## config.mk

```make
export PLATFORM = sky130hd
export DESIGN_NAME = clint_trap_ctrl
export DESIGN_NICKNAME = d
export VERILOG_FILES = /design/src/rtl/clint_trap_ctrl.sv
export SDC_FILE = /design/constraint.sdc
export NUM_CORES = 1
export LEC_CHECK = 0
export ABC_CLOCK_PERIOD_IN_PS = 5900
export BUFFER_PORTS_ARGS = -buffer_cell sky130_fd_sc_hd__buf_2
export CORE_AREA = 2 2 367 369
export CTS_CLUSTER_DIAMETER = 120
export DETAILED_ROUTE_END_ITERATION = 16
export DIE_AREA = 0 0 369 371
export RECOVER_POWER = 25
export SLEW_MARGIN = 20
export SYNTH_ARGS = -nofsm -noshare
export SYNTH_HDL_FRONTEND = slang
export SYNTH_SLANG_ARGS = --single-unit
export TNS_END_PERCENT = 10
```

## constraint.sdc

```tcl
create_clock -name clk -period 5.9 [get_ports clk]
set_input_delay 0.59 -clock clk [delete_from_list [all_inputs] [get_ports clk]]
set_output_delay 0.59 -clock clk [all_outputs]
set_load 0.05 [all_outputs]
```

## src/rtl/clint_trap_ctrl.sv

```systemverilog
// clint_trap_ctrl: machine-mode trap/interrupt controller with CLINT timer and pipeline stall/flush arbiter
module clint_trap_ctrl #(
  parameter int XLEN = 64,
  parameter int NUM_STAGES = 6,
  parameter int MEM_IDX = 4,
  parameter int TICK_DIV = 1,
  parameter logic [31:0] CLINT_BASE = 32'h0200_0000
) (
  input  logic                  clk,
  input  logic                  rst,
  input  logic [XLEN-1:0]       pc_i,
  input  logic [31:0]           inst_data_i,
  input  logic                  inst_valid_i,
  input  logic                  ecall_i,
  input  logic                  ebreak_i,
  input  logic                  mret_i,
  input  logic                  illegal_i,
  input  logic                  ram_stall_if_i,
  input  logic                  ram_stall_mem_i,
  input  logic                  load_use_id_i,
  input  logic                  jump_ex_i,
  input  logic [XLEN-1:0]       csr_mstatus_i,
  input  logic [XLEN-1:0]       csr_mie_i,
  input  logic [XLEN-1:0]       csr_mepc_i,
  input  logic [XLEN-1:0]       csr_mtvec_i,
  output logic [XLEN-1:0]       csr_mstatus_wdata_o,
  output logic [XLEN-1:0]       csr_mepc_wdata_o,
  output logic [XLEN-1:0]       csr_mcause_wdata_o,
  output logic [XLEN-1:0]       csr_mtval_wdata_o,
  output logic                  csr_mstatus_we_o,
  output logic                  csr_mepc_we_o,
  output logic                  csr_mcause_we_o,
  output logic                  csr_mtval_we_o,
  output logic [XLEN-1:0]       mip_o,
  output logic [XLEN-1:0]       clint_pc_o,
  output logic                  clint_pc_valid_o,
  output logic [NUM_STAGES-1:0] stall_o,
  output logic [NUM_STAGES-1:0] flush_o,
  output logic                  halt_o,
  input  logic                  mmio_req_i,
  input  logic                  mmio_we_i,
  input  logic [31:0]           mmio_addr_i,
  input  logic [XLEN-1:0]       mmio_wdata_i,
  input  logic [XLEN/8-1:0]     mmio_wmask_i,
  output logic [XLEN-1:0]       mmio_rdata_o,
  output logic                  mmio_ready_o
);
  typedef enum logic [1:0] {IDLE, SETTLE, HALT} state_t;
  localparam int pw = TICK_DIV > 1 ? $clog2(TICK_DIV) : 1;
  localparam logic [NUM_STAGES-1:0] all_ones = '1;
  localparam logic [NUM_STAGES-1:0] ram_stall_mask = NUM_STAGES'((1 << MEM_IDX) - 1);
  localparam logic [NUM_STAGES-1:0] ram_flush_mask = NUM_STAGES'(1 << MEM_IDX);
  localparam logic [NUM_STAGES-1:0] trap_flush_mask = NUM_STAGES'((1 << MEM_IDX) - 2);
  localparam logic [NUM_STAGES-1:0] jump_flush_mask = NUM_STAGES'(6);
  localparam logic [NUM_STAGES-1:0] lu_stall_mask = NUM_STAGES'(3);
  localparam logic [NUM_STAGES-1:0] lu_flush_mask = NUM_STAGES'(4);
  state_t state, state_nxt;
  logic msip, mtip, tick, accept, sel_msip, sel_cmp, sel_time;
  logic [XLEN-1:0] mtime, mtimecmp, bmask, rd_val;
  logic [pw-1:0] presc;
  logic [31:0] off;
  logic ram_stall, free, msi, mti, take_int, take_ill, take_ecall, take_trap, take_ebreak, take_mret, redirect;
  logic [3:0] code;
  logic unused_mie;
  function automatic logic [XLEN-1:0] merge(input logic [XLEN-1:0] old, input logic [XLEN-1:0] wd,
                                            input logic [XLEN-1:0] m);
    return (old & ~m) | (wd & m);
  endfunction
  for (genvar b = 0; b < XLEN/8; b++) begin : g_mask
    assign bmask[8*b +: 8] = {8{mmio_wmask_i[b]}};
  end
  assign unused_mie = ^{csr_mie_i[XLEN-1:8], csr_mie_i[6:4], csr_mie_i[2:0]};
  assign mtip = mtime >= mtimecmp;
  assign tick = presc == pw'(TICK_DIV - 1);
  assign accept = mmio_req_i && !mmio_ready_o;
  assign off = mmio_addr_i - CLINT_BASE;
  assign sel_msip = off == 32'h0000;
  assign sel_cmp = off == 32'h4000;
  assign sel_time = off == 32'hBFF8;
  assign rd_val = sel_msip ? {{(XLEN-1){1'b0}}, msip} : sel_cmp ? mtimecmp : sel_time ? mtime : '0;
  assign mip_o = XLEN'({mtip, 3'b000, msip, 3'b000});
  assign ram_stall = ram_stall_if_i || ram_stall_mem_i;
  assign free = rst && state == IDLE && !ram_stall;
  assign msi = csr_mie_i[3] && msip;
  assign mti = csr_mie_i[7] && mtip;
  assign take_int = free && inst_valid_i && csr_mstatus_i[3] && (msi || mti);
  assign take_ill = free && !take_int && illegal_i;
  assign take_ecall = free && !take_int && !illegal_i && ecall_i;
  assign take_trap = take_int || take_ill || take_ecall;
  assign take_ebreak = free && !take_trap && ebreak_i;
  assign take_mret = free && !take_trap && !ebreak_i && mret_i;
  assign redirect = take_trap || take_mret;
  assign code = take_int ? (msi ? 4'd3 : 4'd7) : (illegal_i ? 4'd2 : 4'd11);
  // CLINT registers and one-shot MMIO response; an mtime write beats the tick in the same cycle
  always_ff @(posedge clk or negedge rst)
    if (!rst) begin
      msip <= 1'b0;
      mtime <= '0;
      mtimecmp <= '1;
      presc <= '0;
      mmio_ready_o <= 1'b0;
      mmio_rdata_o <= '0;
    end else begin
      presc <= tick ? '0 : presc + 1'b1;
      mtime <= (accept && mmio_we_i && sel_time) ? merge(mtime, mmio_wdata_i, bmask) : mtime + XLEN'(tick);
      if (accept && mmio_we_i && sel_cmp) mtimecmp <= merge(mtimecmp, mmio_wdata_i, bmask);
      if (accept && mmio_we_i && sel_msip && mmio_wmask_i[0]) msip <= mmio_wdata_i[0];
      mmio_ready_o <= accept;
      if (accept) mmio_rdata_o <= rd_val;
    end
  // State register
  always_ff @(posedge clk or negedge rst)
    if (!rst) state <= IDLE;
    else state <= state_nxt;
  // Next state: a redirect costs one SETTLE cycle, ebreak parks in HALT until reset
  always_comb
    state_nxt = state == SETTLE ? IDLE : redirect ? SETTLE : take_ebreak ? HALT : state;
  // Outputs: CSR write pulse and redirect in the take cycle, plus prioritised stall/flush masks
  always_comb begin
    halt_o = state == HALT;
    clint_pc_valid_o = redirect;
    csr_mstatus_we_o = redirect;
    csr_mepc_we_o = take_trap;
    csr_mcause_we_o = take_trap;
    csr_mtval_we_o = take_trap;
    csr_mepc_wdata_o = pc_i;
    csr_mcause_wdata_o = {take_int, {(XLEN-5){1'b0}}, code};
    csr_mtval_wdata_o = take_ill ? XLEN'(inst_data_i) : '0;
    csr_mstatus_wdata_o = csr_mstatus_i;
    csr_mstatus_wdata_o[3] = take_mret && csr_mstatus_i[7];
    csr_mstatus_wdata_o[7] = take_mret || csr_mstatus_i[3];
    csr_mstatus_wdata_o[12:11] = take_mret ? csr_mstatus_i[12:11] : 2'b11;
    clint_pc_o = take_mret ? csr_mepc_i : {csr_mtvec_i[XLEN-1:2], 2'b00} +
                 ((take_int && csr_mtvec_i[1:0] == 2'b01) ? XLEN'({code, 2'b00}) : '0);
    stall_o = !rst ? '0 : state == HALT ? all_ones : ram_stall ? ram_stall_mask :
              (redirect || jump_ex_i) ? '0 : load_use_id_i ? lu_stall_mask : '0;
    flush_o = !rst ? all_ones : state == HALT ? '0 : ram_stall ? ram_flush_mask : redirect ? trap_flush_mask :
              jump_ex_i ? jump_flush_mask : load_use_id_i ? lu_flush_mask : '0;
  end
endmodule

```

=== Yosys cells after proc, flatten, opt, wreduce, memory -nomap -nowiden ===
Cells that the tools add are included.

* Register bits: 197
* Output and inout port bits: 467
* Word-level logic and storage cells: 89

* Add/sub/neg operators: 4
* Magnitude comparators: 1
* Eq/ne operators: 5
* Mux-type cells: 26
* Bitwise gates (word level): 7
* Reduce and logical (&&, ||, !) cells: 39

{| class="wikitable"
|+ Operators with widths
! kind !! number
|-
| $mux W64 || 5
|-
| $and A64 B64 Y64 || 3
|-
| $or A64 B64 Y64 || 2
|-
| $add A64 B1 Y64 || 1
|-
| $add A64 B6 Y64 || 1
|-
| $ge A64 B64 Y1 || 1
|-
| $not A64 Y64 || 1
|-
| $eq A32 B15 Y1 const B || 1
|-
| $eq A32 B16 Y1 const B || 1
|-
| $logic_not A32 Y1 || 1
|-
| $mux W32 || 1
|-
| $sub A32 B26 Y32 const B || 1
|-
| $mux W6 || 4
|-
| $logic_and A1 B1 Y1 || 23
|-
| $mux W4 || 4
|-
| $mux W2 || 6
|-
| $mux W5 || 2
|-
| $mux W3 || 3
|-
| $logic_or A1 B1 Y1 || 7
|-
| $logic_not A1 Y1 || 6
|-
| $eq A2 B1 Y1 const B || 2
|-
| $reduce_bool A3 Y1 || 1
|-
| $eq A2 B2 Y1 const B || 1
|-
| $logic_not A2 Y1 || 1
|-
| 3 further kinds || 3
|}

=== Longest topological paths before layout ===
* Depth after elaboration: 21
* Gate-level depth with buffers: 21
* Depth with buffers taken out: 19

=== Worst setup path before layout ===
No wires, ideal clock.

* Path type: register -> output
* Start: register (tool-made name)
* End: output clint_pc_o[60]
* Arrival: 4,771 ps
* Setup slack: 539 ps
* Cell stages (with the launch flop): 22
* Buffers on the path: 2
* Path through: dfstp_2 > inv_1 > ha_1 > nand4_1 > or4_1 > nor4_1 > o41a_1 > o211ai_1 > a21oi_1 > buf_2 > and3_1 > ha_1 > inv_1 > fa_1 > nand2b_1 > a21oi_1 > and3_1 > buf_2 > nand4_1 > nor3_1 > xor2_1 > mux2_2

{| class="wikitable"
|+ RTL lines
! what !! RTL line !! source
|-
| to (decl) || 35 || <nowiki>output logic [XLEN-1:0] clint_pc_o,</nowiki>
|}

==> results by group <==
Timing
  – Relative slew slack: -55.6%
  – Minimum clock period: 6000 ps
  – Final Hold Violating Endpoints: 0
  – Setup ws final: -104 ps
  – Worst Skew: 18.7 ps
  – F_max: 167 MHz
  – Max-slew violation count: 42
  – Crit share post-route: 102%
  – Final setup TNS: -1210 ps
  – Final hold slack: 337 ps
  – Final count of negative-setup-slack endpoints: 23
  – Slew @ Worst Pin: 2330 ps
  – RSZ-0062 raised after global routing: true

Logic synthesis
  – Mapped Cells: 1842
  – Leading area contributor after synthesis: dfrtp_1
  – Area share of the largest cell type after synthesis: 20.7%
  – Sequential area share after synthesis: 31.3%
  – EDFF count, synth: 0
  – Synth warn: 0
  – Most common cell in the netlist: buf_4
  – Synth async-reset ratio: 100%
  – Primary FF master, synth: dfrtp_1
  – Syn Area/Cell: 8.65 sq um
  – Flops & latches, synth: 196
  – Top cells by count, synth: buf_4, nand2_1, nor2_1, dfrtp_1, mux2_2
  – Netlist cell types: 77
  – Synth top area cells: dfrtp_1, buf_4, dfstp_2, mux2_2, ha_1
  – Cell area after synthesis: 0.0159 sq mm

Setup path
  – Worst-path cell chain: inv_1 > ha_4 > nand4_1 > or4_4 > nor4_4 > buf_4 > o41a_1 > o211ai_1 > buf_4 > a21oi_4 > and3_4 > ha_4 > inv_2 > fa_2 > nand2b_4 > a21oi_4 > and3_4 > nand4_1 > buf_6 > nor2_4 > xor2_4 > mux2_4 > buf_8
  – Critical path launch point type: flip-flop
  – Crit. End Element: primary output
  – Worst path top cell family by delay: simple AND/OR/NAND/NOR gates
  – Critical Path RT: 5310 ps
  – Worst Path Buf+Inv: 6
  – Crit path largest cell delay: 540 ps
  – CP arrival: 5410 ps
  – Slowest stage cell, crit path: dfstp_2
  – Crit-path max FO: 7
  – Worst Path Class, Setup: flip-flop to primary output

GRT
  – Vias in the first global route: 13896
  – First-pass GRT wire length: 99900 um
  – GR Overflow Total: 0
  – Largest net degree at the start of global routing: 69
  – Gr usage total: 10.1%
  – Initial antenna violation count: 25

CTS
  – Clk Latency, worst-skew pair: 490 ps
  – TritonCTS clock tree: built
  – Clock Sinks: 196
  – Longest Clk Path Bufs: 2
  – Max H-tree Level: 4
  – CTS Root Buffer Type: clkbuf_16
  – Clk pin slew, worst setup/hold paths: 80 ps
  – CTS Buf Count: 17

Cells and area
  – Nets: 2771
  – Layout cells sized above 1: 39.4%
  – Area grow syn2layout: 31.0%
  – Post-route cell area: 0.0209 sq mm
  – Layout Utilization: 15.7%
  – Finished Layout Cells: 4013

Drt
  – Drt first pass iters: 5
  – Residual DRC: 0
  – Via count: 14882
  – Drt first-iter violations: 819
  – Final ANT Viol Nets: 0
  – Vias/cell: 3.71
  – Routed wire per std cell: 18.3 um
  – Post-Route WL: 73500 um

Placement
  – Placed wire-length estimate: 60600 um
  – Placed insts: 3962
  – Final Wtd Congestion: 0.879
  – PortBufs: 471
  – Post-Place Worst Slack: -796 ps
  – Placed Area: 0.0194 sq mm

Power and ir drop
  – Pwr Total: 3.31 mW
  – Maximum VDD drop: 0.218 mV
  – Static Leak: 8.89 nW
  – PwrDens: 158 mW/mm^2

Worst hold path
  – Worst min-delay path class: input pin to flip-flop

Floorplanning
  – Area of the die: 0.137 sq mm
  – Std-Cell Rows: 134
  – I/O Pins: 936
  – Die Wd: 369 um
  – Starting Density: 12.0%
  – Die height: 371 um
  – Core area: 0.133 sq mm

Job
  – MaxCap Viol Count: 1

Status
  – Status: finished with violations
  – Failing checks: max-capacitance violations, max-slew violations, negative setup slack
[metal layers]
metal / vias up / global-route usage, % / wire length (um)
met1: 7117 / 11.4 / 27600
met5: - / 0.455 / 144
met3: 153 / 3.58 / 7270
met2: 743 / 17.2 / 35800
li1: 6859 / - / -
met4: 10 / 4.00 / 2640
[cell families after synthesis]
kind of cell | after synthesis | share of synthesized area [%]
XOR/XNOR | 61 | 3.35
adder cells (fa/ha/maj) | 71 | 5.62
flip-flops | 196 | 31.3
other | 2 | 0.0471
buffers and inverters | 452 | 17.9
AO/OA/AOI/OAI | 334 | 13.5
multiplexers | 132 | 9.28
AND/OR/NAND/NOR | 594 | 19.1
[path summary, 6_finish.rpt]
check,start,endpoint,slack (ps),cells after the start
max in group asynchronous,rst,mmio_rdata_o[12],1550,5
min in group asynchronous,rst,mmio_rdata_o[42],770,2
max reg2reg,mmio_ready_o,flip-flop,2260,6
min reg2reg,mmio_rdata_o[62],mmio_rdata_o[62],480,2
max,flip-flop,clint_pc_o[50],-100,23
min,mmio_wdata_i[37],flip-flop,340,2
[cells in the final DEF, fill, tap and decap left out, types with 10 or more instances in the layout]
| cell type | instances |
|---|---|
| buf_6 | 45 |
| buf_4 | 99 |
| ha_4 | 17 |
| mux2_2 | 114 |
| ha_1 | 53 |
| nor2_1 | 136 |
| dfstp_2 | 64 |
| and3_1 | 25 |
| o21ai_0 | 89 |
| a21oi_1 | 72 |
| xor2_1 | 22 |
| o22ai_1 | 22 |
| nand2_1 | 160 |
| nand4_1 | 46 |
| a211oi_1 | 12 |
| conb_1 | 155 |
| a221oi_1 | 13 |
| xnor2_1 | 36 |
| inv_1 | 85 |
| nor3_1 | 20 |
| o221a_2 | 10 |
| a22oi_1 | 53 |
| o21a_1 | 14 |
| buf_2 | 414 |
| dfrtp_1 | 132 |
| nand3_1 | 57 |
| and4_1 | 19 |
| clkbuf_16 | 17 |
| nor3b_1 | 36 |
| inv_2 | 11 |
[report_power, final]
part           switching [mW]  leakage, nW  internal [mW]  total [mW]
combinational           0.569         6.30          0.185       0.754
clock                   0.609        0.266          0.585        1.19
sequential            0.00649         2.33           1.35        1.36
total                    1.18         8.89           2.13        3.31
[what timing repair did]
item | CTS | global route
pin swaps | 23 | 16
hold endpoints to repair | 3 | 0
endpoints found under the setup margin | 60 | 58
hold buffers | 1 | 0
resized for setup | 155 | 48
buffers inserted | 14 | 3
[worst register-to-register path, delay by kind of cell, from the launching register on]
family           cells  cell delay (ps)
AND/OR/NAND/NOR      5             2880
flip-flops           1              380
AO/OA/AOI/OAI        1              260
[area by class of cell]
type / count / area [sq um]
diodes: 1 / 2.50
clock buffers: 22 / 474
clock inverters: 10 / 95.1
fillers: 14945 / 112000
inverters: 96 / 360
multi-input cells: 1347 / 9220
flip-flops and latches: 196 / 4980
well taps: 1768 / 2210
repair buffers: 573 / 3540
Power figures use the tool's default switching activity.
